`config.mk`:
```
export PLATFORM = sky130hd
export DESIGN_NAME = spi_mcp_rx
export DESIGN_NICKNAME = d
export VERILOG_FILES = /design/src/rtl/spi_mcp_rx_pkg.sv /design/src/rtl/mcp_lane_rx.sv /design/src/rtl/spi_mcp_rx.sv
export SDC_FILE = /design/constraint.sdc
export NUM_CORES = 1
export LEC_CHECK = 0
export CORE_MARGIN = 3
export CORE_UTILIZATION = 33
export DETAILED_ROUTE_END_ITERATION = 8
export PLACE_DENSITY = 0.61
export SYNTH_ARGS = -nofsm -noshare
export SYNTH_HDL_FRONTEND = slang
export SYNTH_SLANG_ARGS = --single-unit
export TNS_END_PERCENT = 30
```
`constraint.sdc`:
```
create_clock -name clock -period 2.3 [get_ports clock]
set_clock_uncertainty 0.05 [all_clocks]
set_input_delay 0.46 -clock clock [delete_from_list [all_inputs] [get_ports clock]]
set_output_delay 0.46 -clock clock [all_outputs]
set_load 0.1 [all_outputs]
```
`src/rtl/spi_mcp_rx_pkg.sv`:
```
// Shared command-word layout, lane/channel numbering and bus bit positions for the MCP4922 SPI receiver.
// Latency: n/a (constants and one pure function).
// Backpressure: n/a.
package spi_mcp_rx_pkg;

    // Command word layout
    localparam int WORD_BITS = 16;
    localparam int CMD_AB    = 15;
    localparam int CMD_BUF   = 14;
    localparam int CMD_GA    = 13;
    localparam int CMD_SHDN  = 12;

    // Lanes and channels
    localparam int NUM_LANES = 3;
    localparam int NUM_CH    = 6;
    localparam int LANE_XY   = 0;
    localparam int LANE_RG   = 1;
    localparam int LANE_BI   = 2;

    localparam logic [2:0] CH_X = 3'd0;
    localparam logic [2:0] CH_Y = 3'd1;
    localparam logic [2:0] CH_R = 3'd2;
    localparam logic [2:0] CH_G = 3'd3;
    localparam logic [2:0] CH_B = 3'd4;
    localparam logic [2:0] CH_I = 3'd5;

    // Bit positions in the synchronised bus vector (data lanes share lane numbering)
    localparam int BUS_W    = 6;
    localparam int BUS_SCLK = 3;
    localparam int BUS_CS   = 4;
    localparam int BUS_LAT  = 5;

    // Bit counter: counts to 16, saturates at 17 so long frames stay in error
    localparam int               CNT_W    = 5;
    localparam logic [CNT_W-1:0] CNT_WORD = 5'd16;
    localparam logic [CNT_W-1:0] CNT_SAT  = 5'd17;

    // Board wiring: which channel a lane's A/B word lands in
    function automatic logic [2:0] lane_channel(input int lane, input logic ab);
        logic [2:0] ch;
        case (lane)
            LANE_XY: ch = ab ? CH_Y : CH_X;
            LANE_RG: ch = ab ? CH_R : CH_G;
            default: ch = ab ? CH_B : CH_I;
        endcase
        return ch;
    endfunction

endpackage

```
`src/rtl/mcp_lane_rx.sv`:
```
// One serial lane: 16-bit MSB-first shift register plus saturating bit counter, decoded at frame close.
// Latency: commit/len_err are combinational on frame_end; shift state updates one clock after each event.
// Backpressure: none; events are single-cycle strobes from the shared edge detector.
module mcp_lane_rx #(
    parameter int DATA_W = 12
) (
    input  logic              clock,
    input  logic              reset,
    input  logic              frame_start,
    input  logic              bit_shift,
    input  logic              frame_end,
    input  logic              sdat,
    output logic              commit,
    output logic              ab,
    output logic              ga_n,
    output logic              shdn_n,
    output logic [DATA_W-1:0] data,
    output logic              len_err
);
    import spi_mcp_rx_pkg::*;

    logic [WORD_BITS-1:0] shift_q;
    logic [CNT_W-1:0]     cnt_q;

    // Clear on frame open, shift one bit per qualified SCLK rise
    always_ff @(posedge clock) begin
        if (reset) begin
            shift_q <= '0;
            cnt_q   <= '0;
        end else if (frame_start) begin
            shift_q <= '0;
            cnt_q   <= '0;
        end else if (bit_shift) begin
            shift_q <= {shift_q[WORD_BITS-2:0], sdat};
            if (cnt_q != CNT_SAT) begin
                cnt_q <= cnt_q + 5'd1;
            end
        end
    end

    assign commit  = frame_end && (cnt_q == CNT_WORD);
    assign len_err = frame_end && (cnt_q != CNT_WORD);
    assign ab      = shift_q[CMD_AB];
    assign ga_n    = shift_q[CMD_GA];
    assign shdn_n  = shift_q[CMD_SHDN];
    assign data    = shift_q[DATA_W-1:0];

endmodule

```
`src/rtl/spi_mcp_rx.sv`:
```
// Oversampled receiver for the three-lane MCP4922 DAC bus; decodes words into six channels latched on LAT_N.
// Latency: LAT_N pin fall to out_valid/dac_* update is SYNC_STAGES+2 clocks.
// Backpressure: none; clock must be at least 4x SCLK or bits are lost.
module spi_mcp_rx #(
    parameter int SYNC_STAGES = 2,
    parameter int DATA_W      = 12
) (
    input  logic              clock,
    input  logic              reset,
    input  logic              spi_sclk,
    input  logic              spi_cs_n,
    input  logic              spi_lat_n,
    input  logic              spi_sdat_xy,
    input  logic              spi_sdat_rg,
    input  logic              spi_sdat_bi,
    input  logic              err_clr,
    output logic [DATA_W-1:0] dac_x,
    output logic [DATA_W-1:0] dac_y,
    output logic [DATA_W-1:0] dac_r,
    output logic [DATA_W-1:0] dac_g,
    output logic [DATA_W-1:0] dac_b,
    output logic [DATA_W-1:0] dac_i,
    output logic              out_valid,
    output logic              frame_err,
    output logic [5:0]        shdn_flags,
    output logic [5:0]        gain_flags
);
    import spi_mcp_rx_pkg::*;

    logic [BUS_W-1:0] bus_pin;
    logic [BUS_W-1:0] sync_q [SYNC_STAGES];
    logic [BUS_W-1:0] bus_s;
    logic [2:0]       hist_q;      // {lat, cs, sclk} one cycle behind bus_s
    logic             armed_q;

    logic sclk_rise, cs_fall, cs_rise, lat_fall;
    logic frame_start, bit_shift, frame_end, lat_evt;

    logic [NUM_LANES-1:0] lane_commit, lane_ab, lane_ga_n, lane_shdn_n, lane_len_err;
    logic [DATA_W-1:0]    lane_data [NUM_LANES];
    logic [2:0]           lane_ch   [NUM_LANES];

    logic [DATA_W-1:0] in_q  [NUM_CH];
    logic [DATA_W-1:0] dac_q [NUM_CH];
    logic [5:0]        shdn_q, gain_q;
    logic              lat_q, out_valid_q, frame_err_q;

    assign bus_pin = {spi_lat_n, spi_cs_n, spi_sclk, spi_sdat_bi, spi_sdat_rg, spi_sdat_xy};
    assign bus_s   = sync_q[SYNC_STAGES-1];

    // Synchroniser chain for every bus pin, plus history for the three control pins;
    // cleared to 0 so no edge is seen until the synced bus has been high first
    always_ff @(posedge clock) begin
        if (reset) begin
            for (int s = 0; s < SYNC_STAGES; s++) begin
                sync_q[s] <= '0;
            end
            hist_q <= '0;
        end else begin
            sync_q[0] <= bus_pin;
            for (int s = 1; s < SYNC_STAGES; s++) begin
                sync_q[s] <= sync_q[s-1];
            end
            hist_q <= bus_s[BUS_LAT:BUS_SCLK];
        end
    end

    // Arm only after CS_N is seen idle, so a frame cut by reset is discarded
    always_ff @(posedge clock) begin
        if (reset) begin
            armed_q <= 1'b0;
        end else if (bus_s[BUS_CS]) begin
            armed_q <= 1'b1;
        end
    end

    assign sclk_rise = bus_s[BUS_SCLK] & ~hist_q[0];
    assign cs_fall   = ~bus_s[BUS_CS]  &  hist_q[1];
    assign cs_rise   =  bus_s[BUS_CS]  & ~hist_q[1];
    assign lat_fall  = ~bus_s[BUS_LAT] &  hist_q[2];

    assign frame_start = armed_q & cs_fall;
    assign bit_shift   = armed_q & sclk_rise & ~bus_s[BUS_CS];
    assign frame_end   = armed_q & cs_rise;
    assign lat_evt     = armed_q & lat_fall;

    for (genvar l = 0; l < NUM_LANES; l++) begin : g_lane
        mcp_lane_rx #(.DATA_W(DATA_W)) u_lane (
            .clock       (clock),
            .reset       (reset),
            .frame_start (frame_start),
            .bit_shift   (bit_shift),
            .frame_end   (frame_end),
            .sdat        (bus_s[l]),
            .commit      (lane_commit[l]),
            .ab          (lane_ab[l]),
            .ga_n        (lane_ga_n[l]),
            .shdn_n      (lane_shdn_n[l]),
            .data        (lane_data[l]),
            .len_err     (lane_len_err[l])
        );
        assign lane_ch[l] = lane_channel(l, lane_ab[l]);
    end

    // Commit decoded words into the input registers and flag bits (lanes never share a channel)
    always_ff @(posedge clock) begin
        if (reset) begin
            for (int c = 0; c < NUM_CH; c++) begin
                in_q[c] <= '0;
            end
            shdn_q <= '0;
            gain_q <= '0;
        end else begin
            for (int l = 0; l < NUM_LANES; l++) begin
                if (lane_commit[l]) begin
                    in_q[lane_ch[l]]   <= lane_data[l];
                    shdn_q[lane_ch[l]] <= ~lane_shdn_n[l];
                    gain_q[lane_ch[l]] <= ~lane_ga_n[l];
                end
            end
        end
    end

    // Latch one cycle after the LAT_N edge so a commit in the same cycle is included
    always_ff @(posedge clock) begin
        if (reset) begin
            lat_q       <= 1'b0;
            out_valid_q <= 1'b0;
            for (int c = 0; c < NUM_CH; c++) begin
                dac_q[c] <= '0;
            end
        end else begin
            lat_q       <= lat_evt;
            out_valid_q <= lat_q;
            if (lat_q) begin
                for (int c = 0; c < NUM_CH; c++) begin
                    dac_q[c] <= in_q[c];
                end
            end
        end
    end

    // Sticky length error; a new error beats a simultaneous clear
    always_ff @(posedge clock) begin
        if (reset) begin
            frame_err_q <= 1'b0;
        end else if (|lane_len_err) begin
            frame_err_q <= 1'b1;
        end else if (err_clr) begin
            frame_err_q <= 1'b0;
        end
    end

    assign dac_x      = dac_q[CH_X];
    assign dac_y      = dac_q[CH_Y];
    assign dac_r      = dac_q[CH_R];
    assign dac_g      = dac_q[CH_G];
    assign dac_b      = dac_q[CH_B];
    assign dac_i      = dac_q[CH_I];
    assign out_valid  = out_valid_q;
    assign frame_err  = frame_err_q;
    assign shdn_flags = shdn_q;
    assign gain_flags = gain_q;

endmodule

```
## Yosys cells after proc, flatten, opt, wreduce, memory -nomap -nowiden

Memory sizes are Yosys's and may differ from the RTL's.
Cells that the tools add are included.

- Flip-flop bits (word level): 82
- Bits in writable memories: 156
- Bits of input ports: 9
- Output and inout bits: 86
- Logic and storage cells: 138
- Memories: 3

- Add/sub/neg operators: 3
- Order comparisons: 6
- Equal/unequal tests: 9
- Muxes and demuxes: 59
- Bitwise operators: 27
- Reductions and logical operators: 18

Memories:

| memory | depth | bits a word | read ports | clocked after memory_dff | write ports | RTL line | source |
|---|---|---|---|---|---|---|---|
| dac_q | 6 | 12 | 6 | 0 | 6 | spi_mcp_rx.sv:44 | `logic [DATA_W-1:0] dac_q [NUM_CH];` |
| in_q | 6 | 12 | 6 | 0 | 6 | spi_mcp_rx.sv:43 | `logic [DATA_W-1:0] in_q [NUM_CH];` |
| sync_q | 2 | 6 | 2 | 0 | 2 | spi_mcp_rx.sv:31 | `logic [BUS_W-1:0] sync_q [SYNC_STAGES];` |

Operators with widths:

| kind | count |
|---|---|
| $mux 12 | 9 |
| $mux 6 | 12 |
| $bwmux 6 | 6 |
| $reduce_or 12->1 | 3 |
| $ne 5x5->1 const B | 6 |
| $mux 1 | 26 |
| $add 5x1->5 const B | 3 |
| $eq 5x5->1 const B | 3 |
| $not 1->1 | 10 |
| $and 1x1->1 | 9 |
| $demux 1 s3 | 3 |
| $logic_and 1x1->1 | 9 |
| $mux 3 | 3 |
| $or 1x1->1 | 8 |
| $reduce_and 2->1 | 3 |
| $lt 1x4->1 const B | 1 |
| $lt 2x4->1 const B | 1 |
| $lt 3x4->1 const B | 1 |
| $ge 3x1->1 const B | 1 |
| $reduce_or 3->1 | 1 |
| $ge 2x1->1 const B | 1 |
| $reduce_bool 2->1 | 1 |
| $reduce_or 2->1 | 1 |
| $ge 1x1->1 const B | 1 |

## Logic depth before layout (Yosys ltp)

Gate-level depths: netlist of run 1.

- Depth after elaboration: 13
- Gate-level depth with buffers: 7
- Gate-level depth less buffers: 5

## Modules after synthesis

Synthesis of run 1 repeated with hierarchy kept, for this count alone.

- Cells, all modules: 737
- Area total of the unflattened synthesis: 9464.1 um^2

Modules (own cells, without submodules):

| module | times used | cells each | area an instance (um^2) | seq. area each (um^2) |
|---|---|---|---|---|
| spi_mcp_rx | 1 | 449 | 6513.7 | 4944.7 |
| mcp_lane_rx | 3 | 96 | 983.4 | 420.4 |

## Worst setup path before layout of run 1

No wires, ideal clock.

- Path kind: input-to-reg
- Start point: in reset
- End point: mem dac_q[0][0] (enable)
- Setup time: 399 ps
- Arrival time: 1645 ps
- Required time: 1851 ps
- Setup slack: 206 ps
- Stages on the path: 2
- Buffers on the path: 1
- Path through: clkbuf_1 > or2_2

RTL lines:

| item | RTL line | source |
|---|---|---|
| start, declared | spi_mcp_rx.sv:9 | `input logic reset,` |
| end, declared | spi_mcp_rx.sv:44 |  |

==> summary.md, run 1 <==
| Metric | Value |
|---|---|
| Setup violators final | 0 |
| Final Core Density | 0.4089 |
| Total global-route track usage | 0.1135 |
| Synthesis-stage register bit count | 238 |
| Hold depth | 3 |
| Status | completed |
| Library cells used by synthesis | 35 |
| Unrepaired setup endpoints after global routing | no |
| CP required | 2430 ps |
| # hold bufs at CTS | 0 |
| Worst Setup End Kind | register |
| Pwr Density | ~800 mW/mm^2 |
| Share of cells above drive strength 1 | 0.1838 |
| Worst EP arrival | 2130 ps |
| CTS Buf Count | 25 |
| Commonest non-fill, non-tap cell in the layout | edfxtp_1 |
| Core area | between 0.02 and 0.03 sq mm |
| Initial antenna violation count | 0 |
| Final Instance Area | 0.01111 sq mm |
| Top-Level Pins | 95 |
| Post-synth EDFFs | 144 |
| Vias/cell | between 4 and 5 |
| Synth Cell Area | 0.009175 sq mm |
| Vias in the first global route | 5289 |
| Worst hold-check path type | input port to register |
| Sum Neg Setup Slack | 0 ps |
| Final WL | between 15000 and 20000 microns |
| CP Launch Type | register |
| Chip Width | 172.7 microns |
| Post-synth ARST share | 0 |
| Final worst-path cycle share | 0.8730 |
| Initial DRC count | 350 |
| Die height | 172.7 microns |
| Area grow syn2layout | 21.12% |
| Final Hold Fails | 0 |
| Placement Setup Slack | 91.16 ps |
| TritonCTS clock tree | done |
| Worst skew pair latency | 500 ps |
| Final min period | between 2000 and 2500 ps |
| Final nets | just under 900 |
| # rows | 60 |
| Post-synthesis sequential area ratio | 0.6764 |
| Post-DP HPWL | 11620 microns |
| Reg2reg path depth | 3 |
| DRT Pass-1 Iters | 5 |
| Vias | approximately 5600 |
| Max_slew headroom | 0.5858 |
| Syn Nets | 775 |
| Worst-path fanout max | 12 |
| GPL Wtd Cong | between 0.7 and 0.8 |
| # DRC | 0 |
| Peak supply drop | 632.2 uV |
| Die area | 0.02984 sq mm |
| Maximum clock frequency | 498.1 MHz |
| Hold endpoint | sync_q[0][0] |
| Commonest cells after routing, fill and taps aside | 144 x edfxtp_1, 132 x and2_1, 103 x buf_4 |
| FILL cells | 2575 |
| Gate Count Post-Synth | 757 |
| Min-Delay Startpoint | reset |
| Antenna Nets Post-Route | 0 |
| CTS Sinks | 238 |
| GRT Residual Overflow | 0 |
| Synthesized area per cell | 12.12 sq um |
| Worst-Margin Slew | about 620 ps |
| CTS root buf | clkbuf_16 |
| First-pass GRT wire length | 28190 microns |
| Postcts setup bufs | 0 |
| Top_reg_cell synth | edfxtp_1 |
| RR Startpoint | sync_q[0][10] |
| Deepest clock path buffer count | 3 |
| P_leak | 3.927 nW |
| Port bufs | 94 |
| Placed Area | 0.01037 sq mm |
| Largest net degree at the start of global routing | 74 |
| Post-cts sizing count | 0 |
| Final setup margin | roughly 290 ps |
| MaxCap Viol Count | 0 |
| ANT cells | 0 |
| Starting Density | 0.3376 |
| Fin. max-slew vios | 0 |
| H-tree levels | 1 |
| Crit Path Class | register to register |
| Clk slew on worst S/H paths | about 60 ps |
| RR Endpoint | in_q[3][3] |
| Yosys warns | 0 |
| Wire per inst | 14.22 microns |
| Reg2reg setup slack | 290 ps |
worst max path at each step:
stage                               from     endpoint  depth (start not counted)
4_1_cts        g_lane[2].u_lane.cnt_q[0]   in_q[4][4]                          5
3_5_place_dp                       reset   in_q[4][0]                          4
6_report                   sync_q[0][10]   in_q[3][3]                          3
2_1_floorplan                      reset  dac_q[0][0]                          2
5_1_grt                    sync_q[0][10]   in_q[1][9]                          3
3_3_place_gp                       reset  in_q[4][11]                          4
power breakdown:
group          internal (mW)  switching, mW
Sequential              4.63         0.0370
Clock                   2.09           1.53
Combinational          0.105          0.471
Total                   6.83           2.03
stage by stage:
stage | power [mW] | hold WS [ps] | std cells
floorplan | 5.202 | 341.2 | 757
global placement | 5.343 | 367.4 | 1192
detailed placement | 5.347 | 375.4 | 1192
CTS | 8.986 | 375.1 | 1237
global route | 9.181 | 382.3 | 1237
finish | 8.864 | 380.7 | 1237
critical path, cell delays in order, from the launching register on:
cell      delay, ps
dfxtp_1         470
nand3b_1        350
nor3_1          460
or2_2           360
Yosys cell counts (3+ instances only):
master,number,share of area
o21ai_0,9,0.0049
and2_1,132,0.090
or2_2,7,0.0048
nor2b_1,16,0.011
mux2i_1,6,0.0065
ha_1,9,0.012
nor2_1,3,0.0012
nor3_1,11,0.0060
a31oi_1,12,0.0082
o211ai_1,12,0.0098
nand4bb_1,4,0.0049
or4bb_1,3,0.0037
nand3_1,18,0.0098
a21oi_1,70,0.038
dfxtp_1,94,0.21
or3b_1,4,0.0038
clkbuf_1,27,0.011
a211oi_1,11,0.0090
edfxtp_1,144,0.47
nor4bb_1,7,0.0076
or4_1,4,0.0033
nand4_1,6,0.0041
buf_1,3,0.0012
nand2_1,96,0.039
inv_1,12,0.0049
nand3b_1,8,0.0065
buf_2,19,0.010
layer usage:
metal  share of wire  global-route usage
met1            0.46              0.1489
met2            0.48              0.1921
met3           0.041             0.02064
met4           0.017             0.03480
met5               0                   0
registers in the layout (all words and copies together) (netlist names):
register / count
dac_q: 72
in_q: 72
g_lane.u_lane.shift_q: 48
g_lane.u_lane.cnt_q: 15
sync_q: 12
gain_flags: 6
shdn_flags: 6
hist_q: 3
armed_q: 1
frame_err: 1
lat_q: 1
out_valid: 1
kinds of logic after synthesis:
family	count (synthesis)	synth area share
AO/OA/AOI/OAI	116	0.07173
adder cells (fa/ha/maj)	9	0.01227
buffers and inverters	63	0.02918
flip-flops	238	0.6764
multiplexers	6	0.006546
AND/OR/NAND/NOR	325	0.2039
layout make-up:
cell class | count | area [sq um] | area share
Sequential cell | 238 | 6206 | 0.5584
Multi-Input combinational cell | 456 | 2749 | 0.2474
Timing Repair Buffer | 114 | 908.4 | 0.08174
Clock buffer | 29 | 640.6 | 0.05764
Tap cell | 372 | 465.4 | 0.04188
Clock inverter | 16 | 98.84 | 0.008894
Inverter | 12 | 45.04 | 0.004053
No activity file was read; power rests on OpenSTA's default activity.
==> inputs of run 2 (changes only) <==
--- a/config.mk
+++ b/config.mk
@@ -8,7 +8,8 @@
 export CORE_MARGIN = 3
 export CORE_UTILIZATION = 33
 export DETAILED_ROUTE_END_ITERATION = 8
-export PLACE_DENSITY = 0.61
+export PLACE_DENSITY = 0.5
+export SETUP_SLACK_MARGIN = 0.3
 export SYNTH_ARGS = -nofsm -noshare
 export SYNTH_HDL_FRONTEND = slang
 export SYNTH_SLANG_ARGS = --single-unit
==> summary.md, run 2 (same netlist as run 1, synthesis figures left out) <==
| Metric | Value |
|---|---|
| Logic pwr share | 0.061 (-0.004) |
| ANT cells | 0 (unchanged) |
| Worst-Margin Slew | 567.6 ps (-50.31 ps) |
| Clk slew on worst S/H paths | 60 ps (about the same) |
| Placement Setup Slack | 260.6 ps (+169.5 ps) |
| Pwr Density | 839.6 mW/mm^2 (+5.3%) |
| Setup violators final | 0 (unchanged) |
| Max_slew headroom | 0.6216 (+0.03579) |
| Final Hold Fails | 0 (unchanged) |
| MaxCap Viol Count | 0 (unchanged) |
| Total global-route track usage | 0.1237 (+0.01020) |
| Initial antenna violation count | 0 (unchanged) |
| Largest stage delay on the critical path | 370 ps (-100 ps) |
| # DRC | 0 (unchanged) |
| CP delay by family, top | simple AND/OR/NAND/NOR gates |
| Worst skew pair latency | 520 ps (+20 ps) |
| CTS root buf | clkbuf_16 |
| Commonest non-fill, non-tap cell in the layout | edfxtp_1 |
| Sum Neg Setup Slack | 0 ps (unchanged) |
| Share of cells above drive strength 1 | 0.1938 (+0.009992) |
| CP required | 2430 ps (about the same) |
| Switch share | 0.2242 (-0.005343) |
| First-pass GRT wire length | 30290 microns (+7.5%) |
| Chip Width | 172.7 microns (unchanged) |
| Worst hold-check path type | register to register |
| CP max-delay cell | or2_2 |
| Worst EP arrival | 2010 ps (-120 ps) |
| Wire per inst | 15.27 microns (+7.4%) |
| Unrepaired setup endpoints after global routing | yes |
| Peak supply drop | 458.6 uV (-27%) |
| Top-Level Pins | 95 (unchanged) |
| Vias | 5647 (+0.25%) |
| CP cell instances | inv_1 -> ha_1 -> nand4bb_4 -> nor3_1 -> or2_2 |
| Placed Area | 0.01040 sq mm (+0.29%) |
| Final Instance Area | 0.01131 sq mm (+1.7%) |
| Internal | 7.365 mW (+7.8%) |
| Final worst-path cycle share | 0.8173 (-0.05570) |
| # rows | 60 (unchanged) |
| TritonCTS clock tree | done |
| Deepest clock path buffer count | 3 (unchanged) |
| Commonest cells after routing, fill and taps aside | 144 x edfxtp_1, 132 x and2_1, 106 x buf_4 |
| Largest registers | dac_q (72), in_q (72), g_lane.u_lane.shift_q (48) |
| Final min period | 1880 ps (-128.1 ps) |
| Hold WS | 382.4 ps (+1.676 ps) |
| # hold bufs at CTS | 0 (unchanged) |
| Status | completed |
| CTS Buf Count | 26 (+4.0%) |
| P_leak | 4.040 nW (+2.9%) |
| GPL Wtd Cong | 0.7607 (-3.7%) |
| Die height | 172.7 microns (unchanged) |
| Post-DP HPWL | 12320 microns (+6.0%) |
| Die area | 0.02984 sq mm (unchanged) |
| GRT Residual Overflow | 0 (unchanged) |
| Vias in the first global route | 5405 (+2.2%) |
| Starting Density | 0.3376 (unchanged) |
| Final setup margin | 420.3 ps (+128.1 ps) |
| CP Launch Type | register |
| Maximum clock frequency | 532.0 MHz (+6.8%) |
| Worst Setup End Kind | register |
| Fin. max-slew vios | 0 (unchanged) |
| Crit Path Class | register to register |
| CP Buf/Inv Count | 1 (+1) |
| Worst-path fanout max | 12 (unchanged) |
| Vias/cell | 4.539 (-0.32%) |
| Port bufs | 94 (unchanged) |
| Clock power share | 0.447 (+0.039) |
| Initial DRC count | 355 (+1.4%) |
| Seq pwr share | 0.492 (-0.035) |
| Antenna Nets Post-Route | 0 (unchanged) |
| H-tree levels | 1 (unchanged) |
| Area grow syn2layout | 23.24% |
| Switching power total | 2.128 mW (+4.6%) |
| Final nets | 870 (+0.58%) |
| DRT Pass-1 Iters | 4 (-1) |
| Final WL | 18990 microns (+8.0%) |
| CTS Sinks | 238 (unchanged) |
| Core area | 0.02718 sq mm (unchanged) |
| Largest net degree at the start of global routing | 63 (-15%) |
## run 2: worst min-delay path: cells and delay by family (launching register included)
family          cells  cell delay, ps
simple gates        1              50
flops               1             290
compound gates      1              50
## run 2: repair_timing
| item | CTS | global route |
|---|---|---|
| endpoints found under the hold margin | 0 | 0 |
| setup endpoints to repair | 48 | 36 |
| pin swaps | 1 | 0 |
| setup buffers | 2 | 0 |
| gates resized for setup | 0 | 1 |
## run 2: cell type report
cell class | instances | area (sq um)
Sequential cell | 238 | 6206
Multi-Input combinational cell | 456 | 2749
Clock buffer | 34 | 753.2
Inverter | 12 | 45.04
Fill cell | 2635 | 15870
Tap cell | 372 | 465.4
Clock inverter | 14 | 137.6
Timing Repair Buffer | 118 | 950.9
## run 2: power groups by stage
stage,clock (mW),combinational (mW),sequential (mW)
after CTS,4.36,0.589,4.67
after global placement,0,0.587,4.77
final,4.24,0.582,4.67
after floorplan,0,0.0939,5.11
after detailed placement,0,0.588,4.76
after global routing,4.57,0.603,4.68
## run 2: metal layers
metal	up-vias	share of wire	GRT usage
met5	-	0	0
met4	0	0.015	0.02939
met3	24	0.044	0.02481
met2	112	0.47	0.2030
met1	2663	0.47	0.1698
li1	2848	-	-
## run 2: path summary, 6_finish.rpt
check	slack [ps]	cells past startpoint	startpoint	end
max	420	5	g_lane[0].u_lane.cnt_q[0]	in_q[1][8]
min reg2reg	380	2	sync_q[0][7]	g_lane[1].u_lane.shift_q[0]
min	380	2	sync_q[0][7]	g_lane[1].u_lane.shift_q[0]
max reg2reg	420	5	g_lane[0].u_lane.cnt_q[0]	in_q[1][8]
## run 2: per-stage QoR
stage | utilization | instances | total power, mW
3_5_place_dp | 0.3826 | 1194 | 5.352
3_3_place_gp | 0.3826 | 1194 | 5.352
2_1_floorplan | - | 757 | 5.202
4_1_cts | 0.4160 | 1244 | 9.625
5_1_grt | 0.4161 | 1244 | 9.853
6_report | 0.4161 | 1244 | 9.494
==> variant, RTL diff (config.mk and constraints of run 1) <==
`DATA_W` is set to 12 in 2 places; all go to 14.
--- a/src/rtl/mcp_lane_rx.sv
+++ b/src/rtl/mcp_lane_rx.sv
@@ -2,7 +2,7 @@
 // Latency: commit/len_err are combinational on frame_end; shift state updates one clock after each event.
 // Backpressure: none; events are single-cycle strobes from the shared edge detector.
 module mcp_lane_rx #(
-    parameter int DATA_W = 12
+    parameter int DATA_W = 14
 ) (
     input  logic              clock,
     input  logic              reset,
--- a/src/rtl/spi_mcp_rx.sv
+++ b/src/rtl/spi_mcp_rx.sv
@@ -3,7 +3,7 @@
 // Backpressure: none; clock must be at least 4x SCLK or bits are lost.
 module spi_mcp_rx #(
     parameter int SYNC_STAGES = 2,
-    parameter int DATA_W      = 12
+    parameter int DATA_W      = 14
 ) (
     input  logic              clock,
     input  logic              reset,
Interface: changed (6 resized); port bits go from 95 to 107. The function was not compared with the original's and may differ.
==> variant against run 1 <==
Critical endpoint is now in_q[3][2]. Sequential cell count increased by 24. Total power increased by 12%. Critical path type unchanged. Combinational power increased by 15%. Synthesized area increased by 9.7%. Routed wire length increased by 14%. Setup slack got worse by 0.13 ns. Design area increased by 10%. Clock power increased by 12%.
==> variant: results (changes against run 1) <==
\begin{tabular}{lr}
\hline
Metric & Value \\
\hline
\multicolumn{2}{l}{\textbf{Routing}} \\
\quad Violation count after the first detailed-route iteration & 504 (+44\%) \\
\quad First-pass detailed-route iteration total & 4 (-1) \\
\quad Routed length per placed instance & 15.0 um (+5.7\%) \\
\multicolumn{2}{l}{\textbf{Finish}} \\
\quad Layout cells sized above 1 & 19.1\% (+0.68 points) \\
\quad Top Registers & dac\_q x84, in\_q x84, g\_lane.u\_lane.shift\_q x48 \\
\quad Number of standard cells in the final layout excluding fillers & 1329 (+7.4\%) \\
\quad Fillers & 2773 (+7.7\%) \\
\multicolumn{2}{l}{\textbf{Critical path}} \\
\quad Cell with the biggest individual delay on the critical path & sky130\_fd\_sc\_hd\_\_or2\_1 \\
\quad Worst Path Max Fanout & 14 (+2) \\
\quad Biggest cell delay along the critical path & 0.50 ns (+0.03 ns) \\
\multicolumn{2}{l}{\textbf{Place}} \\
\quad Final HPWL DP & 13.6 mm (+17\%) \\
\quad Post-place setup slack & 0.175 ns (+0.0834 ns) \\
\multicolumn{2}{l}{\textbf{Global route}} \\
\quad Met3 capacity usage during global routing & 2.14\% (+0.076 points) \\
\quad Vias in the first global route & 5816 (+10\%) \\
\quad GR met1 Demand/Resource & 16.5\% (+1.6 points) \\
\multicolumn{2}{l}{\textbf{Pwr}} \\
\quad Power drawn by the sequential cells & 5.17 mW (+11\%) \\
\quad Max rail drop VDD & 0.486 mV (-23\%) \\
\quad Static leakage & 4.39 nW (+12\%) \\
\quad Clock group & 4.07 mW (+12\%) \\
\multicolumn{2}{l}{\textbf{Logic synthesis}} \\
\quad Most frequent cells after synthesis & sky130\_fd\_sc\_hd\_\_edfxtp\_1 (168), sky130\_fd\_sc\_hd\_\_and2\_1 (154), sky130\_fd\_sc\_hd\_\_nand2\_1 (97) \\
\quad Dominant cells by area after synthesis & sky130\_fd\_sc\_hd\_\_edfxtp\_1 (50\%), sky130\_fd\_sc\_hd\_\_dfxtp\_1 (19\%), sky130\_fd\_sc\_hd\_\_and2\_1 (9.6\%) \\
\quad Count of cell types in the netlist & 41 (+17\%) \\
\quad Proportion of synthesized chip area in sequential cells & 68.8\% (+1.2 points) \\
\quad Cells after synthesis & 808 (+6.7\%) \\
\multicolumn{2}{l}{\textbf{Timing}} \\
\quad Max-Slew Margin vs Limit & 57.6\% (-0.94 points) \\
\multicolumn{2}{l}{\textbf{Run status}} \\
\quad Result of the run & completed \\
\hline
\end{tabular}
## variant: cell types whose count changed after synthesis, sizes merged, moves of 3 or more
cell    before  now
and2       132  154
a21oi       70   73
and4bb       1    5
edfxtp     144  168
nor4bb       7    4
nand3       18   22
nor3        11    3
and3         0    6
## variant: kinds of logic after synthesis
group / after synthesis / synth area share (%)
multiplexers: 6 / 0.622
flip-flops: 262 / 68.8
buffers and inverters: 62 / 2.56
AO/OA/AOI/OAI: 119 / 6.70
AND/OR/NAND/NOR: 350 / 20.2
adder cells (fa/ha/maj): 9 / 1.12
## variant: critical path, delay by kind of cell, from the launching register on
family,cells,cell delay (ns)
simple gates,3,1.12
fa+ha+maj,1,0.16
buf+inv,1,0.08
flops,1,0.34
## variant: final cells by class
cell class	count	share of cell area [%]
flip-flops and latches	262	56.7
multi-input cells	484	23.7
repair buffers	132	8.53
clock buffers	32	5.68
well taps	390	3.99
clock inverters	18	1.11
inverters	11	0.338
## variant: worst paths after layout
kind	depth (start not counted)	from	end	slack [ns]
setup / recovery	5	g_lane[1].u_lane.cnt_q[0]	in_q[3][2]	0.16
setup reg to reg	5	g_lane[1].u_lane.cnt_q[0]	in_q[3][2]	0.16
hold / removal	2	reset	hist_q[0]	0.21
hold reg to reg	2	sync_q[0][7]	g_lane[1].u_lane.shift_q[0]	0.39
## variant: per-stage QoR
step	util, %	hold slack (ns)
after floorplan	-	0.341
after global placement	38.1	0.372
after global routing	40.9	0.201
final	40.9	0.206
after CTS	40.9	0.185
after detailed placement	38.1	0.382
